**src/rtl/alu_pkg.sv**
```systemverilog
// rtl/alu_pkg.sv - shared constants and helpers for the ALU operand path
package alu_pkg;

    localparam int MODE_SEL = 0;
    localparam int MODE_RR  = 1;

    // Selector width that never collapses to zero bits for tiny N.
    function automatic int clog2_min1(input int n);
        return (n <= 2) ? 1 : $clog2(n);
    endfunction

endpackage

```
**src/rtl/rr_arbiter.sv**
```systemverilog
// rtl/rr_arbiter.sv - combinational round-robin grant, scanning from ptr+1 upward
module rr_arbiter
    import alu_pkg::*;
#(
    parameter  int N  = 4,
    localparam int SW = clog2_min1(N)
) (
    input  logic [N-1:0]  req,
    input  logic [SW-1:0] ptr,
    input  logic          en,
    output logic [N-1:0]  gnt,
    output logic [SW-1:0] gnt_id
);

    logic w_found;
    int   w_idx;

    always_comb begin
        gnt     = '0;
        gnt_id  = '0;
        w_found = 1'b0;
        w_idx   = 0;
        for (int off = 1; off <= N; off++) begin
            w_idx = (int'(ptr) + off) % N;
            if (en && !w_found && req[w_idx]) begin
                w_found    = 1'b1;
                gnt[w_idx] = 1'b1;
                gnt_id     = SW'(w_idx);
            end
        end
    end

endmodule

```
**src/rtl/mux_n_para_1_reg.sv**
```systemverilog
// rtl/mux_n_para_1_reg.sv - N:1 W-bit mux with a one-entry registered output slot
module mux_n_para_1_reg
    import alu_pkg::*;
#(
    parameter  int N       = 4,
    parameter  int W       = 8,
    parameter  int MODE_RR = 0,
    localparam int SW      = clog2_min1(N)
) (
    input  logic           clk,
    input  logic           rst_n,
    input  logic [N*W-1:0] D,
    input  logic [N-1:0]   D_valid,
    output logic [N-1:0]   D_ready,
    input  logic [SW-1:0]  S,
    output logic [W-1:0]   Y,
    output logic           Y_valid,
    input  logic           Y_ready,
    output logic [SW-1:0]  Y_chan
);

    logic [W-1:0]  r_y;
    logic          r_y_valid;
    logic [SW-1:0] r_y_chan;

    logic          w_load_ok;
    logic          w_load;
    logic [N-1:0]  w_gnt;
    logic [SW-1:0] w_gnt_id;

    assign w_load_ok = !r_y_valid || Y_ready;
    assign w_load    = rst_n && w_load_ok && (|w_gnt);
    assign D_ready   = (rst_n && w_load_ok) ? w_gnt : '0;

    generate
        if (MODE_RR == alu_pkg::MODE_RR) begin : g_rr
            logic [SW-1:0] r_rr_ptr;
            logic          w_unused_s;

            assign w_unused_s = ^S;

            rr_arbiter #(.N(N)) u_arb (
                .req    (D_valid),
                .ptr    (r_rr_ptr),
                .en     (1'b1),
                .gnt    (w_gnt),
                .gnt_id (w_gnt_id)
            );

            // Pointer moves only on an actual load, so stalls never skip a channel.
            always_ff @(posedge clk) begin
                if (!rst_n) begin
                    r_rr_ptr <= SW'(N - 1);
                end else if (w_load) begin
                    r_rr_ptr <= w_gnt_id;
                end
            end
        end else begin : g_sel
            // Out-of-range S matches no channel and therefore yields no grant.
            always_comb begin
                w_gnt = '0;
                for (int i = 0; i < N; i++) begin
                    w_gnt[i] = D_valid[i] && (int'(S) == i);
                end
            end
            assign w_gnt_id = S;
        end
    endgenerate

    always_ff @(posedge clk) begin
        if (!rst_n) begin
            r_y       <= '0;
            r_y_valid <= 1'b0;
            r_y_chan  <= '0;
        end else if (w_load) begin
            r_y       <= D[int'(w_gnt_id)*W +: W];
            r_y_valid <= 1'b1;
            r_y_chan  <= w_gnt_id;
        end else if (Y_ready) begin
            r_y_valid <= 1'b0;
        end
    end

    assign Y       = r_y;
    assign Y_valid = r_y_valid;
    assign Y_chan  = r_y_chan;

endmodule

```
**config.mk**
```make
export PLATFORM = sky130hd
export DESIGN_NAME = mux_n_para_1_reg
export DESIGN_NICKNAME = d
export VERILOG_FILES = /design/src/rtl/alu_pkg.sv /design/src/rtl/rr_arbiter.sv /design/src/rtl/mux_n_para_1_reg.sv
export SDC_FILE = /design/constraint.sdc
export NUM_CORES = 1
export LEC_CHECK = 0
export CAP_MARGIN = 15
export CORE_MARGIN = 4
export CORE_UTILIZATION = 35
export DETAILED_ROUTE_END_ITERATION = 8
export GPL_TIMING_DRIVEN = 1
export PLACE_DENSITY = 0.79
export SYNTH_ARGS = -nofsm -noshare
export SYNTH_HDL_FRONTEND = slang
export SYNTH_SLANG_ARGS = --single-unit
```
**constraint.sdc**
```tcl
create_clock -name clk -period 1.7 [get_ports clk]
set_input_delay 0.34 -clock clk [delete_from_list [all_inputs] [get_ports clk]]
set_output_delay 0.34 -clock clk [all_outputs]
set_load 0.02 [all_outputs]
```
==> run metrics, run 1 <==
multi-input combinational cell area=593.1 µm²; Syn Std Cell Area=830.8 µm²; Leakage Power=0.5996 nW; # fillers=179; Setup Buffers After CTS=0; Worst Hold Class=register to register; layout net count=187; CTS Hold Bufs=0; worst hold endpoint=Y_chan[0]$_SDFFE_PN0P_; Core Box Area=2233 µm²; RSZ-0062 raised after global routing=false; initial core utilization=37.20%; Antenna Cells=0; sw frac=29.49%; total CTS buffers=3; chip width=56.72 µm; status=complete, no violations; DRT iter0 DRCs=10; r2r startpoint=Y_valid$_SDFFE_PN0P_; flops & latches, synth=11; FFs w/ async S/R, synth=0%; crit start category=input pin; leading area contributor after synthesis=dfxtp_1; synth top area cells=dfxtp_1 27%, mux4_2 19%, a21oi_2 8.4%, a31o_1 8.4%, mux4_1 6.3%; Worst Path Required=1.86 ns; Clock Power Share=21.8%; r2r endpoint=Y[0]$_SDFFE_PN0P_; r2r setup slk=0.58 ns; Sequential Power Share=35.8%; Data arrival, critical path=1.82 ns; cells on worst reg2reg path=4; largest net degree at the start of global routing=22; Max Slew Vio Count=0; Final Setup Violations=0; PortBufs=55; slew margin rel.=78.84%; die area=3217 µm²; combinational share of power=42.4%; initial antenna violation count=0; number of max-cap violations=0; Total GRT Usage=16.94%; Clk Latency, worst-skew pair=0.26 ns; Top FF cell, synth=dfxtp_1; maximum VDD drop=311.3 µV; Max clock buf depth=2; Sum Neg Setup Slack=0 ns; number of core rows=17; ANT nets after route=0; first-pass GRT wire length=4429 µm; Netlist cell types=25; Post-synth EDFFs=0; synthesized area per cell=10.01 µm²; vias in the first global route=1011; post-DR wirelength/cell=15.60 µm; CTS tree=done; cell chain of the critical path=clkdlybuf4s50_1 > mux4_1 > nand4_1 > a21oi_2; Final Critical Period=1.663 ns; Area Overhead vs Synth=83.89%; drt drc=0; critical-path maximum fanout=9; syn_nets=124; Setup Skew=0.002389 ns; hold path start=Y_chan[0]$_SDFFE_PN0P_; Worst-Margin Slew=0.3175 ns; total power=0.8074 mW; Root Driver=clkbuf_4; proportion of layout cells with a drive suffix above 1=25.52%; Seq/Total Area, Yosys=26.51%; Yosys top cell area share=26.51%; switching pwr=0.2381 mW; Post-Route WL=2699 µm; Pre-antenna DRT Iters=4; vias per inst=5.607; fin crit share=97.80%; slowest library cell on the worst path=mux4_1; Overflow after GRT=0; Die Y=56.72 µm; Top Ports=56; WS Path Type=input pin to register; Seq. cell area=220.2 µm²; CP endpoint kind=register; routed vias=970; most numerous cell in the Yosys netlist=dfxtp_1; pwr dens=528.5 nW/µm²; hold path depth=2; H-tree Lvls=1; HPWL after detailed placement=1999 µm; Sink Count=11; Post-synth top cells=11 x dfxtp_1, 9 x inv_1, 8 x a21oi_2, 8 x a31o_1, 8 x nand4_1; Routability Congestion=0.7637; Hold Vio Cnt, Final=0; Pint=0.5693 mW; CTS clk-pin slew, worst paths=0.07 ns; CP peak stage delay=0.71 ns; fmax=601.5 MHz; yosys warns=0; Syn Inst Count=83
[power by group through the flow]
| stage | logic (mW) | registers [mW] | clock network, mW |
|---|---|---|---|
| final | 0.343 | 0.289 | 0.176 |
| after global routing | 0.366 | 0.291 | 0.187 |
| after CTS | 0.342 | 0.289 | 0.173 |
| after detailed placement | 0.327 | 0.294 | 0 |
| after global placement | 0.322 | 0.293 | 0 |
| after floorplan | 0.142 | 0.318 | 0 |
[layout make-up]
type / count / area share (%)
Timing Repair Buffer: 65 / 40.54
Multi-Input combinational cell: 56 / 38.82
Sequential cell: 11 / 14.41
Tap cell: 28 / 2.293
Inverter: 9 / 2.211
Clock buffer: 4 / 1.720
[cells by family (layout without fill, tap and decap cells)]
logic type      after synthesis  count (layout)  synth area share, %
buf+inv                      18              78                10.69
flops                        11              11                26.51
mux                          10              12                26.51
compound gates               21              21                21.69
simple gates                 23              23                14.61
[stage by stage]
step	hold WS (ns)	instances	area (µm²)	util (%)	setup WS, ns
final	0.4886	173	1528	68.40	0.03746
after global routing	0.5448	173	1528	68.40	0.001965
after CTS	0.4888	173	1513	67.73	0.01353
after detailed placement	0.4775	167	1441	64.54	-0.5565
after global placement	0.4698	167	1441	64.54	-0.5297
after floorplan	0.5492	83	835.8	-	0.01563
[per-layer routing]
layer / track usage (%) / wire, µm
met1: 20.45 / 1116
met2: 29.21 / 1256
met3: 5.057 / 293
met4: 4.068 / 33
met5: 0 / 0
[worst max-delay path by stage]
stage	end	slack, ns	depth (start not counted)	from
after floorplan	D_ready[0]	0.02	4	Y_valid$_SDFFE_PN0P_
after global placement	D_ready[1]	-0.53	5	Y_ready
after detailed placement	D_ready[1]	-0.56	5	Y_ready
after CTS	D_ready[1]	0.01	4	S[1]
after global routing	Y[2]$_SDFFE_PN0P_	0.002	4	D_valid[3]
final	Y[2]$_SDFFE_PN0P_	0.04	4	D_valid[1]
[state kept, by name, summed over array words and instances, names as in the netlist]
name     cells
Y_valid      1
Y            8
Y_chan       2
[what timing repair did]
item | CTS | global route
gates resized for setup | 25 | 5
pin swaps | 1 | 1
endpoints found under the setup margin | 13 | 7
gates cloned | 2 | 0
[critical path: cells and delay by family]
family          cells  cell delay (ns)
compound gates      1             0.06
mux                 1             0.71
buf+inv             1             0.50
simple gates        1             0.21
[cell usage in the layout, fill, tap and decap left out, types with 4 or more instances in the layout]
cell type,count
clkdlybuf4s50_1,45
dfxtp_1,11
buf_4,10
inv_1,9
mux4_2,8
nand4_1,8
a31o_1,8
a21oi_2,8
nand2_1,5
dlymetal6s2s_1,4
(Power assumes the default switching activity.)
==> inputs of run 2 (changes only) <==
--- a/config.mk
+++ b/config.mk
@@ -10,6 +10,7 @@
 export CORE_UTILIZATION = 35
 export DETAILED_ROUTE_END_ITERATION = 8
 export GPL_TIMING_DRIVEN = 1
+export MAX_ROUTING_LAYER = met4
 export PLACE_DENSITY = 0.79
 export SYNTH_ARGS = -nofsm -noshare
 export SYNTH_HDL_FRONTEND = slang
==> run 2 against run 1 <==
Die area did not move. Register-to-register slack about the same. Fmax is 0.12% higher. Critical path depth did not move. Clock power barely moved. Critical endpoint unchanged. Flip-flop and latch count unchanged.
==> run metrics, run 2 (same netlist as run 1, synthesis figures left out) <==
Die Y=56.72 µm; commonest non-fill, non-tap cell in the layout=clkdlybuf4s50_1; fmax=602.2 MHz; hold path start=Y_chan[0]$_SDFFE_PN0P_; CP Launch Point=D_valid[1]; Overflow after GRT=0; Max Slew Vio Count=0; chip width=56.72 µm; Leakage Power=0.5996 nW; Final Setup Violations=0; CTS clk-pin slew, worst paths=0.07 ns; initial core utilization=37.20%; number of max-cap violations=0; Cell Area, Placed=1441 µm²; total power=0.8070 mW; leading cell types in the layout, fill and taps excluded=45 x clkdlybuf4s50_1, 11 x dfxtp_1, 10 x buf_4, 9 x inv_1; Antenna Cells=0; HPWL after detailed placement=1999 µm; fin area=1528 µm²; largest net degree at the start of global routing=22; PortBufs=55; Sum Neg Setup Slack=0 ns; slew margin rel.=78.99%; WS Path Type=input pin to register; Worst-Margin Slew=0.3152 ns; vias per inst=5.578; Area Overhead vs Synth=83.89%; Total GRT Usage=17.40%; drt drc=0; Root Driver=clkbuf_4; Final Critical Period=1.660 ns; Data arrival, critical path=1.82 ns; crit start category=input pin; H-tree Lvls=1; proportion of layout cells with a drive suffix above 1=25.52%; Final Util=68.40%; Pre-antenna DRT Iters=4; pwr dens=528.3 nW/µm²; CTS tree=done; post-DR wirelength/cell=15.57 µm; ANT nets after route=0; vias in the first global route=1011; fin crit share=97.67%; routed vias=965; Core Box Area=2233 µm²; max reg flops=8; status=complete, no violations; r2r startpoint=Y_valid$_SDFFE_PN0P_; Hold Vio Cnt, Final=0; hold path depth=2; Clk Latency, worst-skew pair=0.26 ns; maximum VDD drop=311.0 µV; Routability Congestion=0.7739; die area=3217 µm²; pre-CTS WS=-0.5565 ns; worst hold endpoint=Y_chan[0]$_SDFFE_PN0P_; r2r setup slk=0.58 ns; Worst Hold Class=register to register; DRT iter0 DRCs=9; Top Ports=56; first-pass GRT wire length=4422 µm; critical-path maximum fanout=9; r2r endpoint=Y[0]$_SDFFE_PN0P_; Sink Count=11; Max clock buf depth=2; layout net count=187; initial antenna violation count=0; number of core rows=17; # fillers=179; CP endpoint kind=register; Final WS setup=0.03953 ns; Setup Skew=0.003338 ns; cells on worst reg2reg path=4; RSZ-0062 raised after global routing=false; CTS Hold Bufs=0; Post-Route WL=2694 µm; total CTS buffers=3; Worst Path Required=1.86 ns; Setup Buffers After CTS=0
==> run 2: cell counts in the layout (fill, tap and decap cells not counted) <==
No cell type changed its count.
==> run 2: layout make-up <==
cell class	instances	area (µm²)	share of cell area, %
clock buffers	4	26.28	1.720
flip-flops and latches	11	220.2	14.41
multi-input cells	56	593.1	38.82
inverters	9	33.78	2.211
well taps	28	35.03	2.293
repair buffers	65	619.3	40.54
==> run 2: how the worst max path moves through the flow <==
stage	depth (start not counted)	end	slack, ns
6_report	4	Y[2]$_SDFFE_PN0P_	0.04
5_1_grt	4	Y[2]$_SDFFE_PN0P_	0.002
3_3_place_gp	5	D_ready[1]	-0.53
3_5_place_dp	5	D_ready[1]	-0.56
4_1_cts	4	D_ready[1]	0.01
2_1_floorplan	4	D_ready[0]	0.02
==> run 2: repair_timing <==
| item | 4_1_cts | 5_1_grt |
|---|---|---|
| endpoints found under the setup margin | 13 | 7 |
| gates cloned | 2 | 0 |
| pin swaps | 1 | 1 |
| gates resized for setup | 25 | 5 |
==> run 2: power by group <==
group / switching [mW] / leakage, nW / total [mW] / internal (mW)
sequential: 0.0110 / 0.0903 / 0.289 / 0.278
combinational: 0.142 / 0.494 / 0.342 / 0.201
clock: 0.0851 / 0.0150 / 0.176 / 0.0906
total: 0.238 / 0.600 / 0.807 / 0.569
==> run 2: worst max-delay path, cell delays in order <==
cell and delay [ns]:
clkdlybuf4s50_1 0.50, mux4_1 0.71, nand4_1 0.21, a21oi_2 0.06
==> run 2: through the flow <==
stage,instances,hold slack [ns]
after global placement,167,0.4698
after floorplan,83,0.5492
after CTS,173,0.4888
after detailed placement,167,0.4775
after global routing,173,0.5448
final,173,0.4886
==> run 2: per-layer routing <==
| layer | wire length (µm) | vias up | track usage [%] |
|---|---|---|---|
| met5 | 0 | - | - |
| met4 | 33 | 0 | 4.068 |
| met3 | 227 | 4 | 2.759 |
| met2 | 1246 | 58 | 29.21 |
| met1 | 1187 | 452 | 21.88 |
| li1 | - | 451 | - |
